### config.mk
export PLATFORM = sky130hd
export DESIGN_NAME = stage3_dmem_sequencer
export DESIGN_NICKNAME = d
export VERILOG_FILES = /design/src/rtl/rv32i_types_pkg.sv /design/src/rtl/stage3_types_pkg.sv /design/src/rtl/stage3_load_extender.sv /design/src/rtl/stage3_dmem_sequencer.sv
export SDC_FILE = /design/constraint.sdc
export NUM_CORES = 1
export LEC_CHECK = 0
export BUFFER_PORTS_ARGS = -buffer_cell sky130_fd_sc_hd__buf_4
export CAP_MARGIN = 20
export CORE_AREA = 2 2 135 150
export DETAILED_ROUTE_END_ITERATION = 16
export DIE_AREA = 0 0 137 152
export PLACE_DENSITY = 0.76
export SLEW_MARGIN = 40
export SYNTH_ARGS = -nofsm -noshare
export SYNTH_HDL_FRONTEND = slang
export SYNTH_HIERARCHICAL = 1
export SYNTH_SLANG_ARGS = --single-unit
export TNS_END_PERCENT = 10
### constraint.sdc
create_clock -name CLK -period 2.6 [get_ports CLK]
set_clock_uncertainty 0.05 [all_clocks]
set_input_delay 0.52 -clock CLK [delete_from_list [all_inputs] [get_ports CLK]]
set_output_delay 0.52 -clock CLK [all_outputs]
set_load 0.005 [all_outputs]
### src/rtl/rv32i_types_pkg.sv
// Shared RV32I datapath types used by the pipeline stages.
package rv32i_types_pkg;

    typedef enum logic [2:0] {
        LB  = 3'b000,
        LH  = 3'b001,
        LW  = 3'b010,
        LBU = 3'b100,
        LHU = 3'b101
    } load_t;

endpackage

### src/rtl/stage3_types_pkg.sv
// Types private to the 3-stage pipeline: memory sequencer state and LR/SC reservation.
package stage3_types_pkg;

    typedef enum logic [1:0] {DSEQ_IDLE, DSEQ_ACCESS, DSEQ_DONE} dseq_state_t;

    typedef struct packed {
        logic        valid;
        logic [31:0] addr;
    } resv_t;

endpackage

### src/rtl/stage3_load_extender.sv
// Selects the addressed byte/halfword from a bus word and sign- or zero-extends it.
module stage3_load_extender
    import rv32i_types_pkg::*;
(
    input  logic [31:0] word,
    input  logic [1:0]  byte_off,
    input  load_t       load_type,
    output logic [31:0] result
);

    logic [7:0]  lane_b;
    logic [15:0] lane_h;

    always_comb begin
        case (byte_off)
            2'd0:    lane_b = word[7:0];
            2'd1:    lane_b = word[15:8];
            2'd2:    lane_b = word[23:16];
            default: lane_b = word[31:24];
        endcase
        lane_h = byte_off[1] ? word[31:16] : word[15:0];
        case (load_type)
            LB:      result = {{24{lane_b[7]}}, lane_b};
            LBU:     result = {24'd0, lane_b};
            LH:      result = {{16{lane_h[15]}}, lane_h};
            LHU:     result = {16'd0, lane_h};
            default: result = word;
        endcase
    end

endmodule

### src/rtl/stage3_dmem_sequencer.sv
// Memory-stage controller: issues one data-bus access per ex_mem instruction, stalls
// the pipeline while it is pending, and owns the LR/SC reservation.
module stage3_dmem_sequencer
    import rv32i_types_pkg::*;
    import stage3_types_pkg::*;
#(
    parameter int unsigned TIMEOUT_CYCLES = 64,
    parameter int unsigned RESV_LSB       = 2
) (
    input  logic        CLK,
    input  logic        RST,
    input  logic        ex_valid,
    input  logic        ex_dren,
    input  logic        ex_dwen,
    input  logic        ex_reserve,
    input  logic        ex_exclusive,
    input  load_t       ex_load_type,
    input  logic [31:0] ex_addr,
    input  logic [31:0] ex_wdata,
    input  logic [3:0]  ex_byte_en,
    input  logic        flush,
    output logic [31:0] dbus_addr,
    output logic [31:0] dbus_wdata,
    output logic        dbus_ren,
    output logic        dbus_wen,
    output logic [3:0]  dbus_byte_en,
    input  logic        dbus_busy,
    input  logic [31:0] dbus_rdata,
    output logic        mem_stall,
    output logic        mem_done,
    output logic [31:0] mem_rdata,
    output logic        mal_addr,
    output logic        bus_fault
);

    function automatic logic is_misaligned(input logic dren, input load_t lt,
                                           input logic [3:0] be, input logic [1:0] off);
        logic bad;
        bad = 1'b0;
        if (dren) begin
            case (lt)
                LW:      bad = (off != 2'b00);
                LH, LHU: bad = off[0];
                default: bad = 1'b0;
            endcase
        end else if ($countones(be) == 4) begin
            bad = (off != 2'b00);
        end else if ($countones(be) == 2) begin
            bad = off[0];
        end
        return bad;
    endfunction

    dseq_state_t state, state_nxt;
    resv_t       resv;
    logic [31:0] timer;
    logic        flushed;
    load_t       ld_type_q;
    logic [1:0]  off_q;
    logic        lr_q, sc_q;
    logic [31:0] ext_data;
    logic [31:0] cur_addr;
    logic        request, misaligned, resv_match, sc_fail, timeout, squash, store_hits_resv;

    assign request    = ex_valid & (ex_dren | ex_dwen) & ~flush;
    assign misaligned = is_misaligned(ex_dren, ex_load_type, ex_byte_en, ex_addr[1:0]);
    assign resv_match = resv.valid && ((ex_addr >> RESV_LSB) == (resv.addr >> RESV_LSB));
    assign sc_fail    = ex_dwen & ex_exclusive & ~resv_match;
    assign timeout    = (TIMEOUT_CYCLES != 0) && dbus_busy && (timer == TIMEOUT_CYCLES - 1);
    assign squash     = flushed | flush;
    assign cur_addr   = {dbus_addr[31:2], off_q};
    assign store_hits_resv = dbus_wen && resv.valid &&
                             ((cur_addr >> RESV_LSB) == (resv.addr >> RESV_LSB));

    stage3_load_extender u_ext (
        .word      (dbus_rdata),
        .byte_off  (off_q),
        .load_type (ld_type_q),
        .result    (ext_data)
    );

    always_ff @(posedge CLK) begin
        if (RST) state <= DSEQ_IDLE;
        else     state <= state_nxt;
    end

    always_comb begin
        state_nxt = state;
        case (state)
            DSEQ_IDLE:
                if (request && !misaligned) state_nxt = sc_fail ? DSEQ_DONE : DSEQ_ACCESS;
            DSEQ_ACCESS:
                if (!dbus_busy)   state_nxt = DSEQ_DONE;
                else if (timeout) state_nxt = DSEQ_IDLE;
            default:
                state_nxt = DSEQ_IDLE;
        endcase
    end

    always_comb begin
        mem_stall = ((state == DSEQ_IDLE) && request) || (state == DSEQ_ACCESS);
        mem_done  = (state == DSEQ_DONE) && !squash;
    end

    // Access attributes needed only once the bus word returns.
    always_ff @(posedge CLK) begin
        if (state == DSEQ_IDLE && request) begin
            ld_type_q <= ex_load_type;
            off_q     <= ex_addr[1:0];
            lr_q      <= ex_dren & ex_reserve;
            sc_q      <= ex_dwen & ex_exclusive;
        end
    end

    always_ff @(posedge CLK) begin
        if (RST) begin
            dbus_addr    <= '0;
            dbus_wdata   <= '0;
            dbus_byte_en <= '0;
            dbus_ren     <= 1'b0;
            dbus_wen     <= 1'b0;
            mem_rdata    <= '0;
            mal_addr     <= 1'b0;
            bus_fault    <= 1'b0;
            timer        <= '0;
            flushed      <= 1'b0;
            resv         <= '0;
        end else begin
            mal_addr  <= 1'b0;
            bus_fault <= 1'b0;
            case (state)
                DSEQ_IDLE: begin
                    timer   <= '0;
                    flushed <= 1'b0;
                    if (request) begin
                        if (misaligned) begin
                            mal_addr <= 1'b1;
                        end else if (sc_fail) begin
                            mem_rdata  <= 32'd1;
                            resv.valid <= 1'b0;
                        end else begin
                            dbus_addr    <= {ex_addr[31:2], 2'b00};
                            dbus_wdata   <= ex_wdata;
                            dbus_byte_en <= ex_byte_en;
                            dbus_ren     <= ex_dren;
                            dbus_wen     <= ex_dwen & ~ex_dren;
                        end
                    end
                end
                DSEQ_ACCESS: begin
                    if (flush) flushed <= 1'b1;
                    if (!dbus_busy) begin
                        dbus_ren  <= 1'b0;
                        dbus_wen  <= 1'b0;
                        mem_rdata <= dbus_ren ? ext_data : 32'd0;
                        // A squashed access still completes on the bus but must not touch the reservation.
                        if (!squash) begin
                            if (lr_q)                 resv <= '{valid: 1'b1, addr: cur_addr};
                            else if (sc_q)            resv.valid <= 1'b0;
                            else if (store_hits_resv) resv.valid <= 1'b0;
                        end
                    end else if (timeout) begin
                        dbus_ren  <= 1'b0;
                        dbus_wen  <= 1'b0;
                        bus_fault <= 1'b1;
                        timer     <= '0;
                    end else if (TIMEOUT_CYCLES != 0) begin
                        timer <= timer + 32'd1;
                    end
                end
                default: ;
            endcase
        end
    end

endmodule

==> results <==
- The run finished with clean final reports.
- The post-synthesis compound-gate area fraction is 11.2%.
- The gate count after technology mapping is 1048.
- The root cell of the clock tree is sky130_fd_sc_hd__clkbuf_16.
- Of the cells placed in the final design, the portion with a size suffix greater than 1 is 25.5%.
- The worst hold path begins at ex_load_type[1].
- By area, the combinational part of the netlist is dominated by simple AND/OR/NAND/NOR gates.
- For this run, the register share of the synthesized area comes to 38.4%.
- The library cell used most frequently in the layout, excluding fill and tap cells, is sky130_fd_sc_hd__buf_4.
- The global router's overall resource usage is 23.9%.
- The critical path startpoint category is an input port.
- The worst reg-to-reg path cell count is 9.
- The number of enable-type register cells in the synthesized netlist is 7.
- The HPWL after detailed placement is 18.6 mm.
- The total count of hold-check failures in the final report is 0.
- In this run, CTS created clock tree buffers numbering 17.
- The number of instances on the worst hold path is 1.
- Of all nets on the critical path, the largest fanout is 12.
- The library cells used most frequently in the layout, excluding fill and tap cells, are sky130_fd_sc_hd__buf_4 (249), sky130_fd_sc_hd__dfxtp_1 (168), sky130_fd_sc_hd__nand2b_1 (162), sky130_fd_sc_hd__nand2_1 (126), sky130_fd_sc_hd__mux2i_1 (97).
- The first global-routing pass estimated 39.8 mm of wire.
- The overall power after layout is 6270 µW.
- Row generation in the floorplan step produced 54 rows.
- Summing over every cut layer, the via total after detailed routing is 8362.
- Data arrives at the worst endpoint at 2800 ps.
- The class of the most critical hold timing path is input port to flip-flop.
- The repair_antennas step left the layout with diodes totalling 0.
- The clock tree from TritonCTS is done.
- The clock net in this run drives a total of 175 sinks.
- The final count of pins violating max slew is 0.
- The die height is 152 µm.
- The start-to-end type of the worst setup path is input port to flip-flop.
- The mean post-synth cell area is 8.87 µm².
- At the end of routability-driven placement, the weighted congestion stood at 0.887.
- Of the total synthesized cell area, the portion taken by full adders, half adders and majority gates is 0.619%.
- The floorplan step defined a core boundary enclosing 19500 µm².
- The count of unique library cells instantiated by Yosys is 68.
- For the pin with the worst max-slew slack, the measured transition is 653 ps.
- The filler cells instantiated in the layout total 1706.
- After synthesis, the share of cell area in mux cells is 12.6%.
- Once layout is complete, the utilization of the core stands at 61.5%.
- The pin count of the biggest net entering global routing is 66.
- The detail route stage leaves a number of antenna-violating nets equal to 0.
- The max-capacitance violation count is 0.
- Final hold analysis gives a worst-case slack of 244 ps.
- The number of antenna violations at the first check in global routing is 0.
- In the routed design, unresolved DRC markers number 0.
- The vias per cell is 5.50.
- The clock transition at the registers of the reported paths is 70 ps.
- The clock reaches the later pin of the worst-skew pair after 430 ps.
- For this run, the leading register cell type out of synthesis is sky130_fd_sc_hd__dfxtp_1.
- In this run, the number of DRC markers left after iteration 0 of detailed routing was 640.
- Registers take 3570 µm².
- The power per cell area is 524 nW/µm².
- The die covers 20800 µm².
- The post-route minimum period is 2500 ps.
- The worst register-to-register path begins at resv[12].
- The analysis attributes to cell leakage a power of 0.00499 µW.
- The worst setup path is captured at a flip-flop.
- The starting utilization of the core area is 47.8%.
- The die is 137 µm wide.
- The count of warnings emitted by yosys is 6.
- The number of iterations in the first detailed-routing pass is 5.
- The path with the worst hold slack has its endpoint at ld_type_q[1].
- Derived from the worst setup path, the maximum achievable clock frequency is 400 MHz.
- The end of the worst register-to-register path is mem_rdata[23].
- The count of buffers from port buffering is 215.
- The multi-input combinational cells in the finished layout cover a total of 5370 µm².
- The xor/xnor share of the synthesized area is 6.22%.
- For this run the aggregate overflow at the end of global routing stands at 0.
- The number of nets in the layout is 1370.
- The H-tree was split into 4 levels.
- Dividing the detail-routed wire length by the instance count gives 16.7 µm.
- The number of endpoints failing setup at the final stage is 0.
- The maximum buffer depth of the clock tree is 2.
- The largest vdd supply drop is 0.438 mV.
- The via count of the first global-routing pass is 7950.
- The post-route clock period utilization is 96.3%.
- The mapped netlist covers 9300 µm².
- The simple-gate share of the synthesized area is 26.5%.
- The worst register-to-register path has a setup slack of 230 ps.
- Counting flops and latches in the post-synthesis netlist gives 175.
- The required time of the critical path is 2900 ps.
- The count of boundary I/O pins is 218.
- The fraction of registers with async set/reset is 0%.
- Compared with the post-synthesis result, the final layout area differs by 28.7%.
- Setup repair after global routing left no endpoint under its margin.
- The total wire length after detailed routing is 25.3 mm.
- Headroom to the max-slew limit came out at 56.4%.
cell usage after synthesis (5+ instances only):
cell type,n,area (µm²)
sky130_fd_sc_hd__a21oi_1,60,300
sky130_fd_sc_hd__a221o_1,9,90.1
sky130_fd_sc_hd__a22o_1,7,61.3
sky130_fd_sc_hd__a311oi_1,17,149
sky130_fd_sc_hd__a41oi_1,5,43.8
sky130_fd_sc_hd__and3_1,10,62.6
sky130_fd_sc_hd__buf_2,16,80.1
sky130_fd_sc_hd__buf_4,7,52.6
sky130_fd_sc_hd__clkbuf_1,44,165
sky130_fd_sc_hd__dfxtp_1,168,3360
sky130_fd_sc_hd__edfxtp_1,7,210
sky130_fd_sc_hd__inv_1,18,67.6
sky130_fd_sc_hd__mux2i_1,97,971
sky130_fd_sc_hd__mux4_2,8,180
sky130_fd_sc_hd__nand2_1,128,480
sky130_fd_sc_hd__nand2b_1,162,1010
sky130_fd_sc_hd__nand3_1,13,65.1
sky130_fd_sc_hd__nand3b_1,9,67.6
sky130_fd_sc_hd__nand4_1,17,106
sky130_fd_sc_hd__nor2_1,36,135
sky130_fd_sc_hd__nor2b_1,5,31.3
sky130_fd_sc_hd__nor3_1,17,85.1
sky130_fd_sc_hd__nor4_1,23,144
sky130_fd_sc_hd__o21ai_0,24,120
sky130_fd_sc_hd__o22ai_1,8,50.1
sky130_fd_sc_hd__xnor2_1,30,263
sky130_fd_sc_hd__xor2_1,36,315
state kept, by name, indices dropped and copies added (netlist names):
signal / count
dbus_wen: 1
sc_q: 1
state: 2
resv: 31
dbus_byte_en: 4
dbus_addr: 30
dbus_ren: 1
flushed: 1
bus_fault: 1
off_q: 2
dbus_wdata: 32
ld_type_q: 3
mal_addr: 1
mem_rdata: 32
timer: 32
lr_q: 1
per-layer routing:
layer | wire, µm | vias to the layer above | track usage, %
met2 | 12100 | 323 | 39.3
met3 | 1870 | 50 | 3.80
met4 | 756 | 0 | 9.03
met5 | 0 | - | 0
li1 | - | 4062 | -
met1 | 10600 | 3927 | 31.3
power breakdown:
| part | leakage [µW] | total [µW] | internal (µW) | switching [µW] |
|---|---|---|---|---|
| clock network | 0.000306 | 2670 | 1530 | 1140 |
| logic | 0.00326 | 798 | 427 | 371 |
| registers | 0.00142 | 2800 | 2750 | 52.1 |
worst max-delay path, cell delays in order:
cell                      delay [ps]
sky130_fd_sc_hd__buf_4           120
sky130_fd_sc_hd__fa_1            620
sky130_fd_sc_hd__ha_2            220
sky130_fd_sc_hd__ha_4            210
sky130_fd_sc_hd__nand2_2          60
sky130_fd_sc_hd__o22ai_2          70
sky130_fd_sc_hd__a22oi_4         200
sky130_fd_sc_hd__nand2_2         100
sky130_fd_sc_hd__nor2_4          150
sky130_fd_sc_hd__buf_12          180
sky130_fd_sc_hd__buf_12          160
sky130_fd_sc_hd__mux2i_1         180
cells by family (layout without fill, tap and decap cells):
family	Yosys count	after routing
mux	107	107
simple gates	450	450
buf+inv	90	308
fa+ha+maj	4	4
xor+xnor	66	66
other cells	1	2
compound gates	155	155
flops	175	175
metrics by stage:
step / setup TNS [ps] / setup WS [ps] / instance area [µm²] / std cells
6_report: 0 / 97.5 / 12000 / 1519
3_5_place_dp: -30440 / -373 / 11300 / 1484
2_1_floorplan: -272 / -12.9 / 9340 / 1049
5_1_grt: 0 / 16.2 / 12000 / 1519
3_3_place_gp: -28650 / -326 / 11300 / 1484
4_1_cts: 0 / 75.2 / 11900 / 1516
how the worst max path moves through the flow:
stage	endpoint	startpoint	slack (ps)	cells past startpoint
floorplan	dbus_addr[27]	ex_byte_en[0]	-10	11
global placement	dbus_wdata[13]	ex_byte_en[0]	-330	12
detailed placement	dbus_wdata[18]	ex_byte_en[0]	-370	12
CTS	dbus_byte_en[0]	ex_byte_en[0]	80	12
global route	dbus_wdata[16]	ex_byte_en[0]	20	12
finish	dbus_wdata[12]	ex_byte_en[0]	100	12
area by class of cell:
cell class                      count  share of cell area (%)
Timing Repair Buffer              257                    17.0
Tap cell                          252                    2.63
Multi-Input combinational cell    784                    44.8
Sequential cell                   175                    29.9
Inverter                           19                   0.596
Clock buffer                       17                    3.55
Clock inverter                     15                    1.55
repair_timing:
action,4_1_cts,5_1_grt
setup endpoints to repair,0,9
resized for setup,0,0
hold buffers,0,0
buffers inserted,0,3
Note: power is estimated with default switching activity, not from simulation.
